==> src/rtl/result_display_scanner.sv <==
// Result capture and hex display scanner.
// Samples the processor result bus once per slow-clock period, just after the
// slow clock's falling edge has been seen through a three-flop synchronizer,
// and multiplexes the captured value onto a four-digit active-low seven-segment
// display.
module result_display_scanner #(
   parameter int DIGIT_DIV = 4,
   parameter int CNT_W     = 8
) (
   input  logic              clock_in,
   input  logic              reset,
   input  logic              clock_slow,
   input  logic [15:0]       finaloutput,
   input  logic              freeze,
   output logic [15:0]       captured,
   output logic              new_result,
   output logic [CNT_W-1:0]  updates,
   output logic [3:0]        an,
   output logic [6:0]        seg,
   output logic              dp
);

   // A one-cycle dwell still needs a one-bit divider register.
   localparam int DIV_W = (DIGIT_DIV > 1) ? $clog2(DIGIT_DIV) : 1;
   localparam logic [DIV_W-1:0] DIV_LAST = DIV_W'(DIGIT_DIV - 1);

   // Active-low gfedcba pattern for one hex digit.
   function automatic logic [6:0] hex7(input logic [3:0] nib);
      logic [6:0] pat;
      case (nib)
         4'h0:    pat = 7'b1000000;
         4'h1:    pat = 7'b1111001;
         4'h2:    pat = 7'b0100100;
         4'h3:    pat = 7'b0110000;
         4'h4:    pat = 7'b0011001;
         4'h5:    pat = 7'b0010010;
         4'h6:    pat = 7'b0000010;
         4'h7:    pat = 7'b1111000;
         4'h8:    pat = 7'b0000000;
         4'h9:    pat = 7'b0010000;
         4'hA:    pat = 7'b0001000;
         4'hB:    pat = 7'b0000011;
         4'hC:    pat = 7'b1000110;
         4'hD:    pat = 7'b0100001;
         4'hE:    pat = 7'b0000110;
         4'hF:    pat = 7'b0001110;
         default: pat = 7'b1111111;
      endcase
      return pat;
   endfunction

   // sync_q[0]=q1, sync_q[1]=q2, sync_q[2]=q3
   logic [2:0]       sync_q, sync_d;
   logic [15:0]      captured_q, captured_d;
   logic             new_q, new_d;
   logic [CNT_W-1:0] updates_q, updates_d;
   logic [DIV_W-1:0] div_q, div_d;
   logic [1:0]       digit_q, digit_d;
   logic [3:0]       an_q, an_d;
   logic [6:0]       seg_q, seg_d;

   logic             fall_s;
   logic             capture_s;
   logic             div_last_s;
   logic [3:0]       nibble_s;

   // Falling-edge detect and capture decision; a frozen fall is simply dropped.
   always_comb begin
      sync_d    = {sync_q[1:0], clock_slow};
      fall_s    = sync_q[2] & ~sync_q[1];
      capture_s = fall_s & ~freeze;
      if (capture_s) begin
         captured_d = finaloutput;
         updates_d  = updates_q + CNT_W'(1);
         new_d      = (finaloutput != captured_q);
      end else begin
         captured_d = captured_q;
         updates_d  = updates_q;
         new_d      = 1'b0;
      end
   end

   // Digit dwell divider and digit index advance.
   always_comb begin
      div_last_s = (div_q == DIV_LAST);
      if (div_last_s) begin
         div_d   = '0;
         digit_d = digit_q + 2'd1;
      end else begin
         div_d   = div_q + DIV_W'(1);
         digit_d = digit_q;
      end
   end

   // Select the lit digit's enable and nibble from the current index and data.
   always_comb begin
      case (digit_q)
         2'd0: begin
            an_d     = 4'b1110;
            nibble_s = captured_q[3:0];
         end
         2'd1: begin
            an_d     = 4'b1101;
            nibble_s = captured_q[7:4];
         end
         2'd2: begin
            an_d     = 4'b1011;
            nibble_s = captured_q[11:8];
         end
         2'd3: begin
            an_d     = 4'b0111;
            nibble_s = captured_q[15:12];
         end
         default: begin
            an_d     = 4'b1110;
            nibble_s = captured_q[3:0];
         end
      endcase
      seg_d = hex7(nibble_s);
   end

   // State registers; reset wins over a capture in the same cycle.
   always_ff @(posedge clock_in) begin
      if (!reset) begin
         sync_q     <= 3'b000;
         captured_q <= 16'h0000;
         new_q      <= 1'b0;
         updates_q  <= '0;
         div_q      <= '0;
         digit_q    <= 2'd0;
         an_q       <= 4'b1110;
         seg_q      <= 7'b1000000;
      end else begin
         sync_q     <= sync_d;
         captured_q <= captured_d;
         new_q      <= new_d;
         updates_q  <= updates_d;
         div_q      <= div_d;
         digit_q    <= digit_d;
         an_q       <= an_d;
         seg_q      <= seg_d;
      end
   end

   assign captured   = captured_q;
   assign new_result = new_q;
   assign updates    = updates_q;
   assign an         = an_q;
   assign seg        = seg_q;
   assign dp         = 1'b1;

endmodule

==> config.mk <==
export PLATFORM = sky130hd
export DESIGN_NAME = result_display_scanner
export DESIGN_NICKNAME = d
export VERILOG_FILES = /design/src/rtl/result_display_scanner.sv
export SDC_FILE = /design/constraint.sdc
export NUM_CORES = 1
export LEC_CHECK = 0
export ABC_AREA = 1
export BUFFER_PORTS_ARGS = -buffer_cell sky130_fd_sc_hd__clkbuf_2
export CORE_ASPECT_RATIO = 0.5
export CORE_MARGIN = 2
export CORE_UTILIZATION = 35
export DETAILED_ROUTE_END_ITERATION = 12
export PLACE_DENSITY = 0.6
export SYNTH_ARGS = -nofsm -noshare
export SYNTH_HDL_FRONTEND = slang
export SYNTH_SLANG_ARGS = --single-unit
==> constraint.sdc <==
create_clock -name clock_in -period 2.3 [get_ports clock_in]
set_input_delay 0.115 -clock clock_in [delete_from_list [all_inputs] [get_ports clock_in]]
set_output_delay 0.115 -clock clock_in [all_outputs]
set_load 0.005 [all_outputs]
---- Word-level counts from Yosys, hierarchy flattened ----
Memories as Yosys holds them, arrays and structs flattened. A register that Yosys moved wholly into a read port is not among the register bits.
Cells that the tools add are included.
Widths: inputs -> output; s select.
operators by class
  muxes and demuxes ....................... 2
  equal/unequal tests ..................... 5
  add/subtract/negate cells ............... 3
  bitwise gates (word level) .............. 5
  reduce and logical (&&, ||, !) cells .... 4
operator list
  operator             count
  $pmux 4 s4           2
  $ne 16x16->1         1
  $add 8x1->8 const B  1
  $eq 2x2->1 const B   3
  $add 2x1->2 const B  2
  $not 1->1            3
  $and 1x1->1          2
  $eq 2x1->1 const B   1
  $logic_not 2->1      1
  $reduce_and 2->1     1
  $reduce_or 2->1      1
  $logic_not 1->1      1
storage, ports and cells
  bits in read-only memories .............. 112
  memories kept ........................... 1
  register bits ........................... 36
  input bits .............................. 20
memory list
  memory           depth  width  rd ports  clocked after memory_dff  write ports  RTL line  RTL
  (no name shown)  16     7      1         1                         0            30        case (nib)

---- Depth between registers and ports, before layout ----
  depth in word-level cells ............... 4
  gate-level depth with buffers ........... 12
  gate-level depth less buffers ........... 12

---- Worst setup path after synthesis ----
Ideal clock, no wire load.
  path kind ............................... flip-flop to flip-flop
  start point ............................. reg digit_q[0]
  end point ............................... reg seg_q[3] (netlist: seg[3])
  arrival time ............................ 1793 ps
  library setup time ...................... 64 ps
  slack ................................... 443 ps
  cell stages (with the launch flop) ...... 11
  data required time ...................... 2236 ps
  clock period less this slack ............ 1857 ps
  path through ............................ dfxtp_1 -> inv_1 -> ha_1 -> inv_2 -> nand2_1 -> o21bai_1 -> ha_1 -> nand3b_1 -> nand3_1 -> nand2_1 -> nor2_1
between the ends
  word-level cells in the longest chain between the ends .. 2
RTL lines
  element                                   RTL line  RTL
  start: declaration                        58        logic [1:0] digit_q, digit_d;
  start signal: assignment                  139       digit_q <= digit_d;
  $eq 2x2->1, or another cell as far along  97        case (digit_q)
  $pmux 4 s4 *                              97
  end: declaration                          60        logic [6:0] seg_q, seg_d;
Mark *: on every way between the ends. The rest lies on a longest branch, timed or not.
A chain may end at the register's enable or synchronous reset.

---- Worst setup path in the final report ----
  start point ............................. reg digit_q[0]
  end point ............................... reg seg_q[6] (netlist: seg[6])
Same word-level chain as after synthesis.

==> reports/results.tsv <==
metric	value	unit
outcome	complete, no violations	
worst_pin_slew	0.732	ns
synth-simple-area-share	0.266	
multi_input_area	1120	um^2
start_kind	register	
hold_viol	0	
routed_via_density	4.69	
groute.usage.overall	0.154	
area_growth	22.1	%
netlist_area	2120	um^2
fillers	562	
syn-num-nets	320	
synth_ff_type	dfxtp_1	
fin_setup_tns	0	ns
cp_cell_sequence	inv_1 > ha_1 > inv_2 > nand2_1 > o21ai_2 > inv_1 > ha_1 > inv_1 > o21ai_1 > nand2_1 > nand3_1	
die-area	6750	um^2
setup_violations	0	
nets	374	
ys_warn_count	0	
ios	57	
drive_gt1_frac	0.224	
clk_path_buf_depth	2	
holdBufCountCts	0	
grt_pass1_wl	8120	um
synth_top_area_frac	0.405	
timing.final.ws_setup	0.213	ns
fin_skew	0.00741	ns
antennaDiodeCount	0	
synth.most_common_cell	nand2_1	
antenna_found_initial	0	
ant_nets	0	
slew_headroom	0.511	
post-route-period-util	0.907	
crit_type	register to register	
wl_per_cell	12.1	um
max-vdd-ir-drop	0.000296	V
die_y	59.1	um
cp_slowest_cell	dfxtp_1	
final_cells	416	
grt_overflow	0	
first_pass_iters	4	
rsz0062_at_grt	false	
synth_cells	288	
synth_top_area_cell	dfxtp_1	
ys_ff_latch	43	
synth.avg_cell_area	7.38	um^2
pre_cts_slack	0.166	ns
drv_cap	0	
rows	19	
power_leakage	1.22	nW
drc	0	
synthTopCellsByArea	dfxtp_1 (41%), nand2_1 (15%), a21oi_1 (7.1%)	
max_freq	479	MHz
numCtsBuffers	5	
synth_fa_ha_area_frac	0.0707	
critical-path-max-stage-delay	0.36	ns
synth_top_family_by_area	simple AND/OR/NAND/NOR gates	
synthMuxAreaShare	0	
required	2.44	ns
num_vias	1950	
cts_sinks	43	
coreArea	5660	um^2
power_per_cell_area	679	nW/um^2
crit_path_max_fanout	6	
power	1.76	mW
crit_top_cell	inv_1	
port_buffers	55	
hold_path_class	primary input to register	
cts_tree	yes	
htree_levels	2	
critPathTopFamily	adder cells	
gp_congestion	0.861	
dpl.cell_count	408	
endpoint_kind	register	
post_cts_buffers	0	
synth.yosys.seq_area_share	0.405	
final_util	0.458	
clk_latency	0.28	ns
fin_crit	2.09	ns
maxSlewViolCount	0	
crit_buf_inv	4	
synth_compound_area_frac	0.119	
regArea	861	um^2
grt_pass1_vias	1767	
synthTopCellsByCount	nand2_1 (83), dfxtp_1 (43), a21oi_1 (30)	
synth-edff-count	0	
start_util	0.375	
clkTransAtPathRegs	0.06	ns
critPathArrivalTime	2.23	ns
drt_iter0_markers	66	
dp_hpwl	3710	um
async_flop_share	0	
drt-total-wl	5030	um
die_x	114	um
yosysUniqueCellTypes	29	
root_buffer	clkbuf_16	
grt_max_degree	24	
synth-xor-area-share	0.0660	
-- report_power, final --
| part | total, mW | internal (mW) | switching (mW) |
|---|---|---|---|
| combinational | 0.284 | 0.112 | 0.172 |
| sequential | 0.797 | 0.781 | 0.0155 |
| clock | 0.679 | 0.400 | 0.279 |
| total | 1.76 | 1.29 | 0.467 |
-- placed cells by master, fill, tap and decap left out, drive strengths merged --
cell / count
o21ai: 11
clkinv: 1
conb: 1
buf: 2
a21oi: 31
xnor2: 4
inv: 25
ha: 12
nand3b: 2
nand3: 13
nor2: 25
nand2: 88
nand4: 2
o22ai: 1
clkinvlp: 1
xor2: 12
o21bai: 2
nor3: 4
and3: 1
dfxtp: 43
clkbuf: 61
o21a: 1
-- flip-flops by register name (all words and copies together), names as in the netlist --
name,cells
sync_q,3
seg,7
new_result,1
an,4
updates,8
digit_q,2
captured,16
div_q,2
-- worst min-delay path: stages --
cell,delay [ns]
clkbuf_2,0.08
nand2_1,0.05
inv_1,0.04
-- per-stage QoR --
| step | hold WS [ns] | instance area, um^2 |
|---|---|---|
| 6_report | 0.0401 | 2590 |
| 5_1_grt | 0.0408 | 2590 |
| 4_1_cts | 0.0430 | 2590 |
| 3_5_place_dp | 0.330 | 2450 |
| 3_3_place_gp | 0.304 | 2450 |
| 2_1_floorplan | 0.213 | 2120 |
-- path summary, 6_finish.rpt --
path | start | endpoint | slack [ns] | cells past startpoint
setup reg to reg | digit_q[0] | seg[6] | 0.21 | 11
hold reg to reg | sync_q[0] | sync_q[1] | 0.41 | 2
setup / recovery | digit_q[0] | seg[6] | 0.21 | 11
hold / removal | clock_slow | sync_q[0] | 0.04 | 3
-- area by class of cell --
cell class,instances,share of cell area
timing repair buffer,57,0.112
sequential,43,0.332
multi-input combinational,210,0.430
tap,73,0.0352
clock buffer,6,0.0497
inverter,25,0.0362
clock inverter,2,0.00482
-- layer usage --
metal / vias up / global-route usage / part of all wire
met3: 2 / 0.0460 / 0.059
met4: 0 / 0.0505 / 0.0078
met5: - / 0 / 0
li1: 1020 / - / -
met2: 55 / 0.247 / 0.44
met1: 873 / 0.203 / 0.49
-- what timing repair did --
item	4_1_cts	5_1_grt
resized for setup	0	1
hold endpoints to repair	0	0
setup endpoints to repair	0	1
-- kinds of logic after synthesis --
group	Yosys count
buffers and inverters	35
other	1
xor gates and xnor gates	16
AOI/OAI and AO/OA	46
DFF	43
and+or+nand+nor	135
adders and majority gates	12
(Power assumes the default switching activity.)
